===== config.mk =====
export PLATFORM = sky130hd
export DESIGN_NAME = rf_wb_scheduler
export DESIGN_NICKNAME = d
export VERILOG_FILES = /design/src/rtl/rf_wb_scheduler.sv
export SDC_FILE = /design/constraint.sdc
export NUM_CORES = 1
export LEC_CHECK = 0
export CAP_MARGIN = 30
export CORE_MARGIN = 2
export CORE_UTILIZATION = 51
export CTS_BUF_LIST = sky130_fd_sc_hd__clkbuf_16
export CTS_CLUSTER_DIAMETER = 120
export DETAILED_ROUTE_END_ITERATION = 16
export PLACE_DENSITY = 0.91
export SLEW_MARGIN = 20
export SYNTH_ARGS = -nofsm -noshare
export SYNTH_HDL_FRONTEND = slang
export SYNTH_SLANG_ARGS = --single-unit
export TNS_END_PERCENT = 20

===== constraint.sdc =====
create_clock -name clk_in -period 6.9 [get_ports clk_in]
set_input_delay 1.035 -clock clk_in [delete_from_list [all_inputs] [get_ports clk_in]]
set_output_delay 1.035 -clock clk_in [all_outputs]
set_load 0.01 [all_outputs]

===== src/rtl/rf_wb_scheduler.sv =====
// Register-file write-port scheduler: arbitrates ALU/LSU writebacks onto the single
// write port and keeps a pending-write scoreboard for decode hazard checks.
module rf_wb_scheduler #(
    parameter int DATA_W     = 32,
    parameter int ADDR_W     = 5,
    parameter int NUM_REGS   = 32,
    parameter int FIXED_PRIO = 0
) (
    input  logic              clk_in,
    input  logic              rst_in,
    input  logic              alu_valid_in,
    input  logic [ADDR_W-1:0] alu_rd_addr_in,
    input  logic [DATA_W-1:0] alu_rd_data_in,
    output logic              alu_ready_out,
    input  logic              lsu_valid_in,
    input  logic [ADDR_W-1:0] lsu_rd_addr_in,
    input  logic [DATA_W-1:0] lsu_rd_data_in,
    output logic              lsu_ready_out,
    output logic              wr_en_out,
    output logic [ADDR_W-1:0] rd_addr_out,
    output logic [DATA_W-1:0] rd_data_out,
    input  logic              alloc_en_in,
    input  logic [ADDR_W-1:0] alloc_addr_in,
    output logic              alloc_stall_out,
    input  logic [ADDR_W-1:0] rs1_addr_in,
    input  logic [ADDR_W-1:0] rs2_addr_in,
    output logic              rs1_busy_out,
    output logic              rs2_busy_out
);

    logic                last_lsu_q, last_lsu_d;
    logic [NUM_REGS-1:0] busy_q, busy_d;
    logic                wr_en_q, wr_en_d;
    logic [ADDR_W-1:0]   rd_addr_q, rd_addr_d;
    logic [DATA_W-1:0]   rd_data_q, rd_data_d;

    logic                lsu_wins, alu_gnt, lsu_gnt, xfer;
    logic [ADDR_W-1:0]   gnt_addr;
    logic [DATA_W-1:0]   gnt_data;
    logic [NUM_REGS-1:0] clr_vec, set_vec;
    logic                alloc_busy, alloc_hit_clr, stall;

    // Out-of-range addresses (when NUM_REGS < 2**ADDR_W) read as never busy.
    function automatic logic busy_at(input logic [NUM_REGS-1:0] vec,
                                     input logic [ADDR_W-1:0]   a);
        return (int'(a) < NUM_REGS) ? vec[a] : 1'b0;
    endfunction

    always_comb begin
        lsu_wins = (FIXED_PRIO != 0) || !last_lsu_q;
        alu_gnt  = !rst_in && alu_valid_in && !(lsu_valid_in && lsu_wins);
        lsu_gnt  = !rst_in && lsu_valid_in && !(alu_valid_in && !lsu_wins);
        xfer     = alu_gnt || lsu_gnt;
        gnt_addr = lsu_gnt ? lsu_rd_addr_in : alu_rd_addr_in;
        gnt_data = lsu_gnt ? lsu_rd_data_in : alu_rd_data_in;
    end

    // A writeback retiring the same register this cycle releases a WAW stall;
    // the new reservation is then applied after the clear so it survives.
    always_comb begin
        clr_vec = '0;
        set_vec = '0;
        for (int i = 1; i < NUM_REGS; i++) begin
            clr_vec[i] = xfer && (gnt_addr == ADDR_W'(i));
        end
        alloc_busy    = busy_at(busy_q, alloc_addr_in);
        alloc_hit_clr = busy_at(clr_vec, alloc_addr_in);
        stall         = !rst_in && alloc_en_in && alloc_busy && !alloc_hit_clr;
        for (int i = 1; i < NUM_REGS; i++) begin
            set_vec[i] = !rst_in && alloc_en_in && !stall && (alloc_addr_in == ADDR_W'(i));
        end
        busy_d    = (busy_q & ~clr_vec) | set_vec;
        busy_d[0] = 1'b0;
    end

    always_comb begin
        last_lsu_d = xfer ? lsu_gnt : last_lsu_q;
        wr_en_d    = xfer && (gnt_addr != '0);
        rd_addr_d  = xfer ? gnt_addr : rd_addr_q;
        rd_data_d  = xfer ? gnt_data : rd_data_q;
    end

    always_ff @(posedge clk_in) begin
        if (rst_in) begin
            last_lsu_q <= 1'b1;
            busy_q     <= '0;
            wr_en_q    <= 1'b0;
            rd_addr_q  <= '0;
            rd_data_q  <= '0;
        end else begin
            last_lsu_q <= last_lsu_d;
            busy_q     <= busy_d;
            wr_en_q    <= wr_en_d;
            rd_addr_q  <= rd_addr_d;
            rd_data_q  <= rd_data_d;
        end
    end

    assign alu_ready_out   = alu_gnt;
    assign lsu_ready_out   = lsu_gnt;
    assign wr_en_out       = wr_en_q;
    assign rd_addr_out     = rd_addr_q;
    assign rd_data_out     = rd_data_q;
    assign alloc_stall_out = stall;
    assign rs1_busy_out    = !rst_in && busy_at(busy_q, rs1_addr_in);
    assign rs2_busy_out    = !rst_in && busy_at(busy_q, rs2_addr_in);

endmodule


* Yosys cells after proc, flatten, opt, wreduce, memory -nomap -nowiden *
Index checks and enable logic that the tools add are counted.

cells by class
  magnitude comparators = 3
  multiplexer cells = 10
  equality and inequality tests = 62
  bitwise operators = 3
  reductions and logical operators = 83

operator list
  kind                                                                          number
  5-bit == test, second input constant                                          32
  5-bit by 4-bit == test with 1-bit output, second input constant               16
  1-bit logical AND                                                             75
  5-bit by 3-bit == test with 1-bit output, second input constant               8
  32-bit AND                                                                    1
  32-bit two-way mux                                                            1
  32-bit NOT                                                                    1
  32-bit bitwise OR                                                             1
  1-bit binary-select mux with 5-bit select                                     4
  5-bit by 2-bit == test with 1-bit output, second input constant               4
  5-bit by 6-bit less-than comparator with 1-bit output, second input constant  3
  5-bit by 1-bit == test with 1-bit output, second input constant               2
  1-bit logical NOT                                                             6
  5-bit two-way mux                                                             1
  5-bit nonzero test                                                            1
  1-bit two-way mux                                                             4
  1-bit logical OR                                                              1

storage, ports and cells
  output and inout bits = 43
  bits in registers = 71
  input port bits = 94

* Longest topological paths before layout *
Gate-level depths: netlist of run 1.

  depth after elaboration = 14
  depth in mapped cells = 10
  mapped depth without buffers = 8

* Worst setup path after synthesis of run 1 *
No wires, ideal clock.

  path type = input to output
  from = input port rst_in
  to = output port alloc_stall_out
  required time = 5,865 ps
  arrival = 2,659 ps
  path slack = 3,206 ps
  cell stages on the path = 9
  path through = buf_2 -> clkinv_1 -> nand2_1 -> buf_2 -> mux4_2 -> o22ai_1 -> a211oi_1 -> o211ai_1 -> nand2_1

between the ends
  word-level cells in the longest chain between the ends = 10

RTL lines
  element                                                                 line        source
  start: declaration                                                      10          input logic rst_in,
  1-bit logical NOT *                                                     51, 52, 68
  1-bit logical AND (2 in a row)                                          52          lsu_gnt = !rst_in && lsu_valid_in && !(alu_valid_in && !lsu_wins);
  5-bit two-way mux                                                       54          gnt_addr = lsu_gnt ? lsu_rd_addr_in : alu_rd_addr_in;
  5-bit by 1-bit == test with 1-bit output, or another cell as far along  64          clr_vec[i] = xfer && (gnt_addr == ADDR_W'(i));
  1-bit logical AND                                                       64
  1-bit binary-select mux with 5-bit select                               46          return (int'(a) < NUM_REGS) ? vec[a] : 1'b0;
  1-bit two-way mux (implied by the code)                                 46
  1-bit logical NOT                                                       68          stall = !rst_in && alloc_en_in && alloc_busy && !alloc_hit_clr;
  1-bit logical AND *                                                     68
  end: declaration                                                        24          output logic alloc_stall_out,

Mark *: on every way between the ends. The rest lies on a longest branch, timed or not. The select of a mux whose other input is x is not followed.

* Worst setup path in the final report of run 1 *
Same ends and word-level chain as after synthesis.

==> results.py, run 1 <==
metrics = {
    "timing": {
        "max_slew_margin": 0.407,
        "grt_setup_unrepaired": "false",
        "fin_skew_ns": 0.00565,
        "slew_viol_final": 0,
        "hold_violations": 0,
        "tns_ns": 0,
        "fmax_ghz": 0.180,
        "setup_viol": 0,
        "tightestPinTransition_ns": 0.887,
        "fin_crit_ns": 5.56,
        "min_period_over_period": 0.805,
    },
    "clock_tree": {
        "cts.path.max_buffers": 2,
        "insertion_delay_ns": 0.34,
        "cts-root-buf": "clkbuf_16",
        "post_cts_resized": 0,
        "path_clk_slew_ns": 0.06,
        "hold_buffers": 0,
        "post-cts-setup-buffer-count": 0,
        "cts-htree-levels": 3,
        "cts_num_sinks": 70,
        "numCtsBuffers": 9,
        "cts_tree": "done",
    },
    "die": {
        "rows": 33,
        "die_w_um": 96.8,
        "initial_core_util": 0.529,
        "fp.dieH_um": 96.8,
        "num_io_pins": 137,
        "core-area_sq_um": 8300,
        "dieArea_sq_um": 9370,
    },
    "setup_path": {
        "critical_path_arrival_ns": 4.52,
        "cpMaxStageDelayCell": "buf_4",
        "max_stage_delay_ns": 0.57,
        "worstRegToRegCells": 9,
        "path_max_fanout": 75,
        "regToRegEndpoint": "busy_q[19]",
        "critPathRequiredTime_ns": 5.86,
        "critical_path.n_buffers_inverters": 6,
        "path_class": "in -> out",
        "crit_top_cell": "buf_4",
        "endpoint_kind": "output port",
        "startpoint_type": "input pin",
        "reg2reg_slack_ns": 3.76,
        "crit_path_cell_trace": "buf_2 -> buf_4 -> clkinv_1 -> buf_4 -> nand2_2 -> buf_4 -> a21oi_1 -> a2111oi_0 -> o31ai_1 -> nand3_1 -> nand2_1 -> clkdlybuf4s50_1",
        "crit_family": "buffers and inverters",
        "r2r-start": "last_lsu_q",
    },
    "detailed_routing": {
        "drc": 0,
        "drt_iter0_markers": 448,
        "avgRoutedWirePerCell_um": 20.9,
        "ant_nets": 0,
        "drt_wl_total_um": 14600,
        "via_count": 4507,
        "first_pass_iters": 6,
        "viasPerCell": 6.48,
    },
    "global_route": {
        "overflow": 0,
        "grt_max_degree": 76,
        "grt_pass1_vias": 4390,
        "grt_pass1_wl_um": 23300,
        "grt_usage": 0.309,
        "antenna_found_initial": 0,
    },
    "placement": {
        "gp_congestion": 0.952,
        "dp.cells": 681,
        "port_buffers": 136,
        "dp.final_hpwl_um": 10600,
    },
    "yosys": {
        "synthSimpleGateAreaFrac": 0.157,
        "yosysTopAreaCellShare": 0.319,
        "synth_xor_xnor_area_share": 0.00798,
        "ys_seq_area_frac": 0.319,
        "synth_cell_types": 52,
        "synth-compound-area-share": 0.220,
        "yosysTopAreaCell": "dfxtp_1",
        "yosys_warnings": 0,
        "synth_cells": 478,
        "synth_edf_count": 0,
        "synthFlopType": "dfxtp_1",
        "syn_area_sq_um": 4390,
        "synthAdderAreaFrac": 0,
        "synth_top_family_by_area": "multiplexers",
        "synthesis.nets": 572,
        "synth-async-reset-ratio": 0,
        "synthMuxAreaShare": 0.245,
        "synthTopCellsByArea": "dfxtp_1 32%, mux4_2 15%, mux2i_1 8.9%, a211oi_1 6.5%, nor2_1 4.6%",
        "yosys_register_bits": 70,
        "avgSynthCellArea_sq_um": 9.19,
    },
    "layout": {
        "fin_cells": 696,
        "diodes": 0,
        "syn_to_final_growth_pct": 37.6,
        "drive_gt1_frac": 0.122,
        "nets": 681,
    },
    "hold_path": {
        "hp-start": "rd_addr_out[2]",
        "min_path_type": "reg -> reg",
        "min_to": "rd_addr_out[2]",
        "min_path_cells": 2,
    },
    "status": {
        "status": "complete, no violations",
    },
    "pwr": {
        "power.density_nw_per_um2": 196,
        "power.leakage_nw": 2.09,
        "peakVddDrop_uv": 140,
    },
    "flow_run": {
        "max-cap-violations": 0,
    },
}
## kinds of logic (layout without fill, tap and decap cells)
| family | count (synthesis) | after routing |
|---|---|---|
| AO/OA/AOI/OAI | 131 | 131 |
| XOR/XNOR | 4 | 4 |
| buffers and inverters | 51 | 164 |
| flip-flops | 70 | 70 |
| multiplexers | 71 | 71 |
| AND/OR/NAND/NOR | 151 | 151 |
## worst reg2reg max path, cell delays in order, from the launching register on
cell,delay (ns)
dfxtp_1,0.38
a21boi_1,0.08
buf_4,0.18
nand2_2,0.07
buf_4,0.57
a21oi_1,0.45
a2111oi_0,0.54
o31ai_1,0.15
and2_1,0.34
o21ai_0,0.28
## synth_stat cells, drive strengths merged, types with 6 or more instances
master  count
a211oi     38
buf        16
clkbuf     27
dfxtp      70
inv         7
mux2i      39
mux4       29
nand2      36
nand2b      9
nand3      24
nor2       54
nor3        6
o211ai     21
o21ai      35
o311ai      6
## worst max-delay path by stage
stage,from,endpoint,cells past startpoint
floorplan,rst_in,alloc_stall_out,9
CTS,rst_in,alloc_stall_out,12
global placement,rst_in,alloc_stall_out,13
global route,rst_in,alloc_stall_out,12
detailed placement,rst_in,alloc_stall_out,12
finish,rst_in,alloc_stall_out,12
## layout make-up
class | count | area [sq um]
Clock inverter | 6 | 86.3
Fill cell | 583 | 2260
Tap cell | 105 | 131
Timing Repair Buffer | 141 | 1390
Clock buffer | 9 | 225
Inverter | 8 | 30.0
Multi-Input combinational cell | 357 | 2770
Sequential cell | 70 | 1400
## metal layers
metal  share of wire  GRT usage  vias up
met5               0          0        -
met4           0.026     0.0986        0
met3           0.094     0.0831       35
met2            0.50      0.508      280
met1            0.38      0.398     2159
li1                -          -     2033
## power by group
part	switching [mW]	internal [mW]	total [mW]	leakage (nW)
logic	0.119	0.126	0.246	1.37
clock network	0.183	0.314	0.497	0.152
registers	0.0134	0.426	0.440	0.573
total	0.316	0.867	1.18	2.09
## placed cells by master, fill, tap and decap left out, types with 3 or more instances in the layout
| master | n |
|---|---|
| clkdlybuf4s50_1 | 135 |
| dfxtp_1 | 70 |
| nor2_1 | 54 |
| mux2i_1 | 39 |
| a211oi_1 | 38 |
| nand2_1 | 35 |
| mux4_2 | 29 |
| o21ai_0 | 25 |
| nand3_1 | 24 |
| o211ai_1 | 21 |
| o21ai_2 | 10 |
| nand2b_1 | 9 |
| clkbuf_16 | 9 |
| inv_1 | 7 |
| nor3_1 | 6 |
| o311ai_0 | 6 |
| a21oi_1 | 5 |
| buf_4 | 5 |
| nor2b_1 | 4 |
| and2_1 | 4 |
| xor2_1 | 4 |
| nor4_1 | 3 |
| o22ai_1 | 3 |
| mux2_2 | 3 |
## per-stage QoR
step / power [mW] / util / area [sq um] / setup WS, ns / hold WS [ns]
final: 1.18 / 0.728 / 6040 / 1.34 / 0.519
after global routing: 1.22 / 0.728 / 6040 / 1.16 / 0.533
after CTS: 1.18 / 0.728 / 6040 / 1.42 / 0.522
after detailed placement: 0.689 / 0.690 / 5730 / 1.42 / 0.510
after global placement: 0.683 / 0.690 / 5730 / 1.52 / 0.494
after floorplan: 0.565 / - / 4390 / 3.21 / 0.468
## registers in the layout, indices dropped and copies added (netlist names)
| register | count |
|---|---|
| rd_data_out | 32 |
| last_lsu_q | 1 |
| wr_en_out | 1 |
| rd_addr_out | 5 |
| busy_q | 31 |
No activity file was read; power rests on OpenSTA's default activity.
==> run 2: changes to the inputs <==
CORE_UTILIZATION = 43   (was 51)
PLACE_DENSITY = 0.82   (was 0.91)
clock period = 5.03 ns   (was 6.9 ns; I/O delays follow)
==> run 2 against run 1 <==
  * Sequential cell count unchanged
  * Non-clock buffer count up 9
  * Total power up 41%
  * Worst hold slack worse by 0.017 ns
  * Combinational power up 38%
  * Critical path type unchanged
  * Critical endpoint unchanged
  * Largest cell class unchanged
  * Highest routed layer unchanged
==> results.py, run 2 (synthesis results as in run 1) <==
metrics = {
    "status": {
        "status": "complete, no violations",
    },
    "clock_tree": {
        "hold_buffers": 0,
        "cts_num_sinks": 70,
        "path_clk_slew_ns": 0.05,
        "post_cts_resized": 0,
        "cts-htree-levels": 3,
        "cts_tree": "done",
        "cts.path.max_buffers": 2,
        "numCtsBuffers": 9,
        "post-cts-setup-buffer-count": 0,
        "insertion_delay_ns": 0.33,
        "cts-root-buf": "clkbuf_16",
    },
    "die": {
        "core-area_sq_um": 9860,
        "fp.dieH_um": 105,
        "rows": 36,
        "die_w_um": 105,
        "num_io_pins": 137,
        "initial_core_util": 0.445,
        "dieArea_sq_um": 11000,
    },
    "timing": {
        "tns_ns": 0,
        "setup_viol": 0,
        "fmax_ghz": 0.212,
        "fin_crit_ns": 4.71,
        "fin_skew_ns": 0.00635,
        "grt_setup_unrepaired": "false",
        "hold_slack_ns": 0.502,
        "slew_viol_final": 0,
        "min_period_over_period": 0.937,
        "max_slew_margin": 0.490,
        "tightestPinTransition_ns": 0.762,
        "hold_violations": 0,
        "worst_slack_ns": 0.316,
    },
    "detailed_routing": {
        "via_count": 4511,
        "drc": 0,
        "first_pass_iters": 5,
        "avgRoutedWirePerCell_um": 19.8,
        "ant_nets": 0,
        "drt_iter0_markers": 524,
        "drt_wl_total_um": 14500,
        "viasPerCell": 6.15,
    },
    "placement": {
        "port_buffers": 136,
        "dp.final_hpwl_um": 10800,
        "dp_slack_ns": 0.365,
        "placed_cell_area_sq_um": 5830,
        "gp_congestion": 0.972,
    },
    "pwr": {
        "power.density_nw_per_um2": 270,
        "power.leakage_nw": 2.15,
        "p_switching_uw": 422,
        "comb_power_share": 0.204,
        "p_seq_frac": 0.363,
        "power_frac_clock": 0.433,
        "intPower_mw": 1.24,
        "peakVddDrop_uv": 158,
        "swShare": 0.253,
    },
    "layout": {
        "drive_gt1_frac": 0.133,
        "post-route-util": 0.625,
        "final_common_cell": "clkdlybuf4s50_1",
        "layout_common_cells": "135 x clkdlybuf4s50_1, 70 x dfxtp_1, 54 x nor2_1",
        "nets": 690,
        "diodes": 0,
        "stdcell_area_sq_um": 6170,
        "largest_register_ff_count": 32,
        "syn_to_final_growth_pct": 40.5,
    },
    "global_route": {
        "overflow": 0,
        "antenna_found_initial": 0,
        "grt_usage": 0.267,
        "grt_max_degree": 75,
        "grt_pass1_wl_um": 23500,
        "grt_pass1_vias": 4423,
    },
    "setup_path": {
        "endpoint_kind": "output port",
        "critPathRequiredTime_ns": 4.28,
        "path_max_fanout": 74,
        "path_class": "in -> out",
        "critical_path_arrival_ns": 3.96,
        "startpoint_type": "input pin",
    },
    "hold_path": {
        "min_path_type": "reg -> reg",
    },
    "flow_run": {
        "max-cap-violations": 0,
    },
}
[run 2: through the flow]
stage                     std cells  power, mW
after floorplan                 478      0.775
after global placement          718      0.944
after detailed placement        718      0.950
after CTS                       733       1.67
after global routing            733       1.72
final                           733       1.67
[run 2: worst paths after layout]
| path | slack (ns) | depth (start not counted) | endpoint | startpoint |
|---|---|---|---|---|
| max reg2reg | 2.12 | 9 | busy_q[5] | last_lsu_q |
| max | 0.32 | 11 | alloc_stall_out | alu_valid_in |
| min | 0.50 | 2 | busy_q[20] | busy_q[20] |
| min reg2reg | 0.50 | 2 | busy_q[20] | busy_q[20] |
[run 2: area by class of cell]
| class | instances | area, sq um |
|---|---|---|
| Inverter | 8 | 30.0 |
| Tap cell | 133 | 166 |
| Timing Repair Buffer | 150 | 1460 |
| Clock inverter | 6 | 111 |
| Fill cell | 812 | 3700 |
| Sequential cell | 70 | 1400 |
| Multi-Input combinational cell | 357 | 2770 |
| Clock buffer | 9 | 225 |
[run 2: metal layers]
| layer | part of all wire | vias up | global-route usage |
|---|---|---|---|
| met5 | 0 | - | 0 |
| li1 | - | 2068 | - |
| met4 | 0.032 | 0 | 0.103 |
| met3 | 0.084 | 43 | 0.0586 |
| met2 | 0.49 | 269 | 0.440 |
| met1 | 0.39 | 2131 | 0.340 |
[run 2: power groups by stage]
stage	sequential (mW)	combinational (mW)	clock, mW
final	0.605	0.340	0.721
after detailed placement	0.615	0.335	0
after floorplan	0.623	0.151	0
after global placement	0.613	0.331	0
after CTS	0.604	0.337	0.728
after global routing	0.607	0.363	0.754
[run 2: critical path: stages]
cell and delay (ns):
clkdlybuf4s50_1 0.53, a21boi_1 0.58, nand2_2 0.10, buf_4 0.36, a31oi_1 0.27, buf_4 0.17
nor3b_1 0.06, a211oi_1 0.33, o211ai_1 0.12, nand2_1 0.13, clkdlybuf4s50_1 0.54
==> run 3: changes to the inputs <==
CORE_MARGIN = default   (was 2)
==> run 3 against run 2 <==
  * Total power fell by 8.9%
  * Utilization fell by 0.49 points
  * Critical path depth did not move
  * Wire length fell by 2.0%
  * Via count fell by 1.4%
  * Setup slack got worse by 0.081 ns
  * Clock-buffer cell count did not move
  * Global-route usage rose by 0.45 points
  * First-iteration DRC count fell by 29%
  * Sequential share of layout area rose by 0.28 points
  * Final cell count did not move
  * Sequential power barely moved
==> results.py, run 3 (synthesis results as in run 1) <==
metrics = {
    "pwr": {
        "power_frac_clock": 0.379,
        "p_seq_frac": 0.398,
        "power.density_nw_per_um2": 249,
        "intPower_mw": 1.09,
        "p_switching_uw": 426,
        "power_mw": 1.52,
        "power.leakage_nw": 2.11,
        "peakVddDrop_uv": 142,
        "comb_power_share": 0.223,
        "swShare": 0.281,
    },
    "timing": {
        "hold_slack_ns": 0.512,
        "slew_viol_final": 0,
        "tns_ns": 0,
        "max_slew_margin": 0.518,
        "worst_slack_ns": 0.235,
        "hold_violations": 0,
        "fin_skew_ns": 0.00686,
        "fin_crit_ns": 4.80,
        "fmax_ghz": 0.209,
        "tightestPinTransition_ns": 0.722,
        "min_period_over_period": 0.953,
        "setup_viol": 0,
        "grt_setup_unrepaired": "false",
    },
    "global_route": {
        "grt_pass1_wl_um": 21800,
        "grt_usage": 0.271,
        "overflow": 0,
        "grt_pass1_vias": 4222,
        "antenna_found_initial": 0,
        "grt_max_degree": 75,
    },
    "detailed_routing": {
        "viasPerCell": 6.07,
        "first_pass_iters": 7,
        "drt_iter0_markers": 371,
        "drc": 0,
        "via_count": 4447,
        "ant_nets": 0,
        "drt_wl_total_um": 14200,
        "avgRoutedWirePerCell_um": 19.4,
    },
    "layout": {
        "stdcell_area_sq_um": 6090,
        "fin_cells": 733,
        "largest_register_ff_count": 32,
        "layout_common_cells": "135 x clkdlybuf4s50_1, 70 x dfxtp_1, 54 x nor2_1",
        "diodes": 0,
        "final_common_cell": "clkdlybuf4s50_1",
        "drive_gt1_frac": 0.132,
        "syn_to_final_growth_pct": 38.7,
        "post-route-util": 0.620,
        "nets": 689,
    },
    "placement": {
        "port_buffers": 136,
        "dp.cells": 717,
        "gp_congestion": 0.953,
        "dp_slack_ns": 0.309,
        "placed_cell_area_sq_um": 5820,
        "dp.final_hpwl_um": 10600,
    },
    "die": {
        "fp.dieH_um": 103,
        "num_io_pins": 137,
        "dieArea_sq_um": 10600,
        "initial_core_util": 0.447,
        "die_w_um": 103,
        "core-area_sq_um": 9820,
        "rows": 36,
    },
    "setup_path": {
        "path_class": "in -> out",
        "critPathCapture": "alloc_stall_out",
        "startpoint_type": "input pin",
        "reg2reg_slack_ns": 2.01,
        "worstRegToRegCells": 8,
        "r2r-start": "last_lsu_q",
        "endpoint_kind": "output port",
        "critical_path_arrival_ns": 4.04,
        "critPathRequiredTime_ns": 4.28,
        "crit_start": "alu_valid_in",
        "path_max_fanout": 74,
        "regToRegEndpoint": "busy_q[12]",
    },
    "clock_tree": {
        "cts_num_sinks": 70,
        "hold_buffers": 0,
        "path_clk_slew_ns": 0.05,
        "cts-root-buf": "clkbuf_16",
        "post-cts-setup-buffer-count": 0,
        "cts.path.max_buffers": 2,
        "post_cts_resized": 0,
        "numCtsBuffers": 9,
        "cts_tree": "done",
        "insertion_delay_ns": 0.34,
        "cts-htree-levels": 3,
    },
    "flow_run": {
        "max-cap-violations": 0,
    },
    "hold_path": {
        "min_path_type": "reg -> reg",
    },
    "status": {
        "status": "complete, no violations",
    },
}
[run 3: changes by cell type in the layout (fill, tap and decap cells not counted)]
cell	previous run	this run
buf_4	14	13
clkinv_2	0	2
inv_1	7	8
bufinv_16	3	0
clkinvlp_4	0	1
[run 3: power by group through the flow]
stage | clock network, mW | registers (mW) | logic, mW
finish | 0.575 | 0.604 | 0.339
global route | 0.611 | 0.607 | 0.361
CTS | 0.581 | 0.604 | 0.337
detailed placement | 0 | 0.615 | 0.335
global placement | 0 | 0.613 | 0.328
floorplan | 0 | 0.623 | 0.151
[run 3: worst min-delay path by stage]
stage                   startpoint             end  slack [ns]  cells past startpoint
floorplan               busy_q[20]      busy_q[20]        0.47                      2
global placement    rd_addr_out[3]  rd_addr_out[3]        0.49                      2
detailed placement  rd_addr_out[2]  rd_addr_out[2]        0.51                      2
CTS                 rd_addr_out[4]  rd_addr_out[4]        0.52                      2
global route        rd_addr_out[4]  rd_addr_out[4]        0.52                      2
finish              rd_addr_out[4]  rd_addr_out[4]        0.51                      2
[run 3: final cells by class]
| class | count | area [sq um] |
|---|---|---|
| multi-input cells | 357 | 2770 |
| fillers | 834 | 3730 |
| inverters | 8 | 30.0 |
| repair buffers | 149 | 1450 |
| clock buffers | 9 | 225 |
| clock inverters | 7 | 42.5 |
| well taps | 133 | 166 |
| flip-flops and latches | 70 | 1400 |
[run 3: critical path: stages]
cell and delay, ns:
clkdlybuf4s50_1 0.59, a21boi_1 0.25, nand2_2 0.14, buf_4 0.57, a21oi_1 0.17, buf_4 0.21
a2111oi_0 0.48, o31ai_1 0.16, nand3_1 0.12, nand2_1 0.09, clkdlybuf4s50_1 0.48
[run 3: metal layers]
metal | vias up | part of all wire | global-route usage | routed length (um)
li1 | 2052 | - | - | -
met1 | 2131 | 0.41 | 0.354 | 5780
met4 | 0 | 0.019 | 0.114 | 275
met5 | - | 0 | 0 | 0
met2 | 239 | 0.50 | 0.438 | 7100
met3 | 25 | 0.074 | 0.0542 | 1050
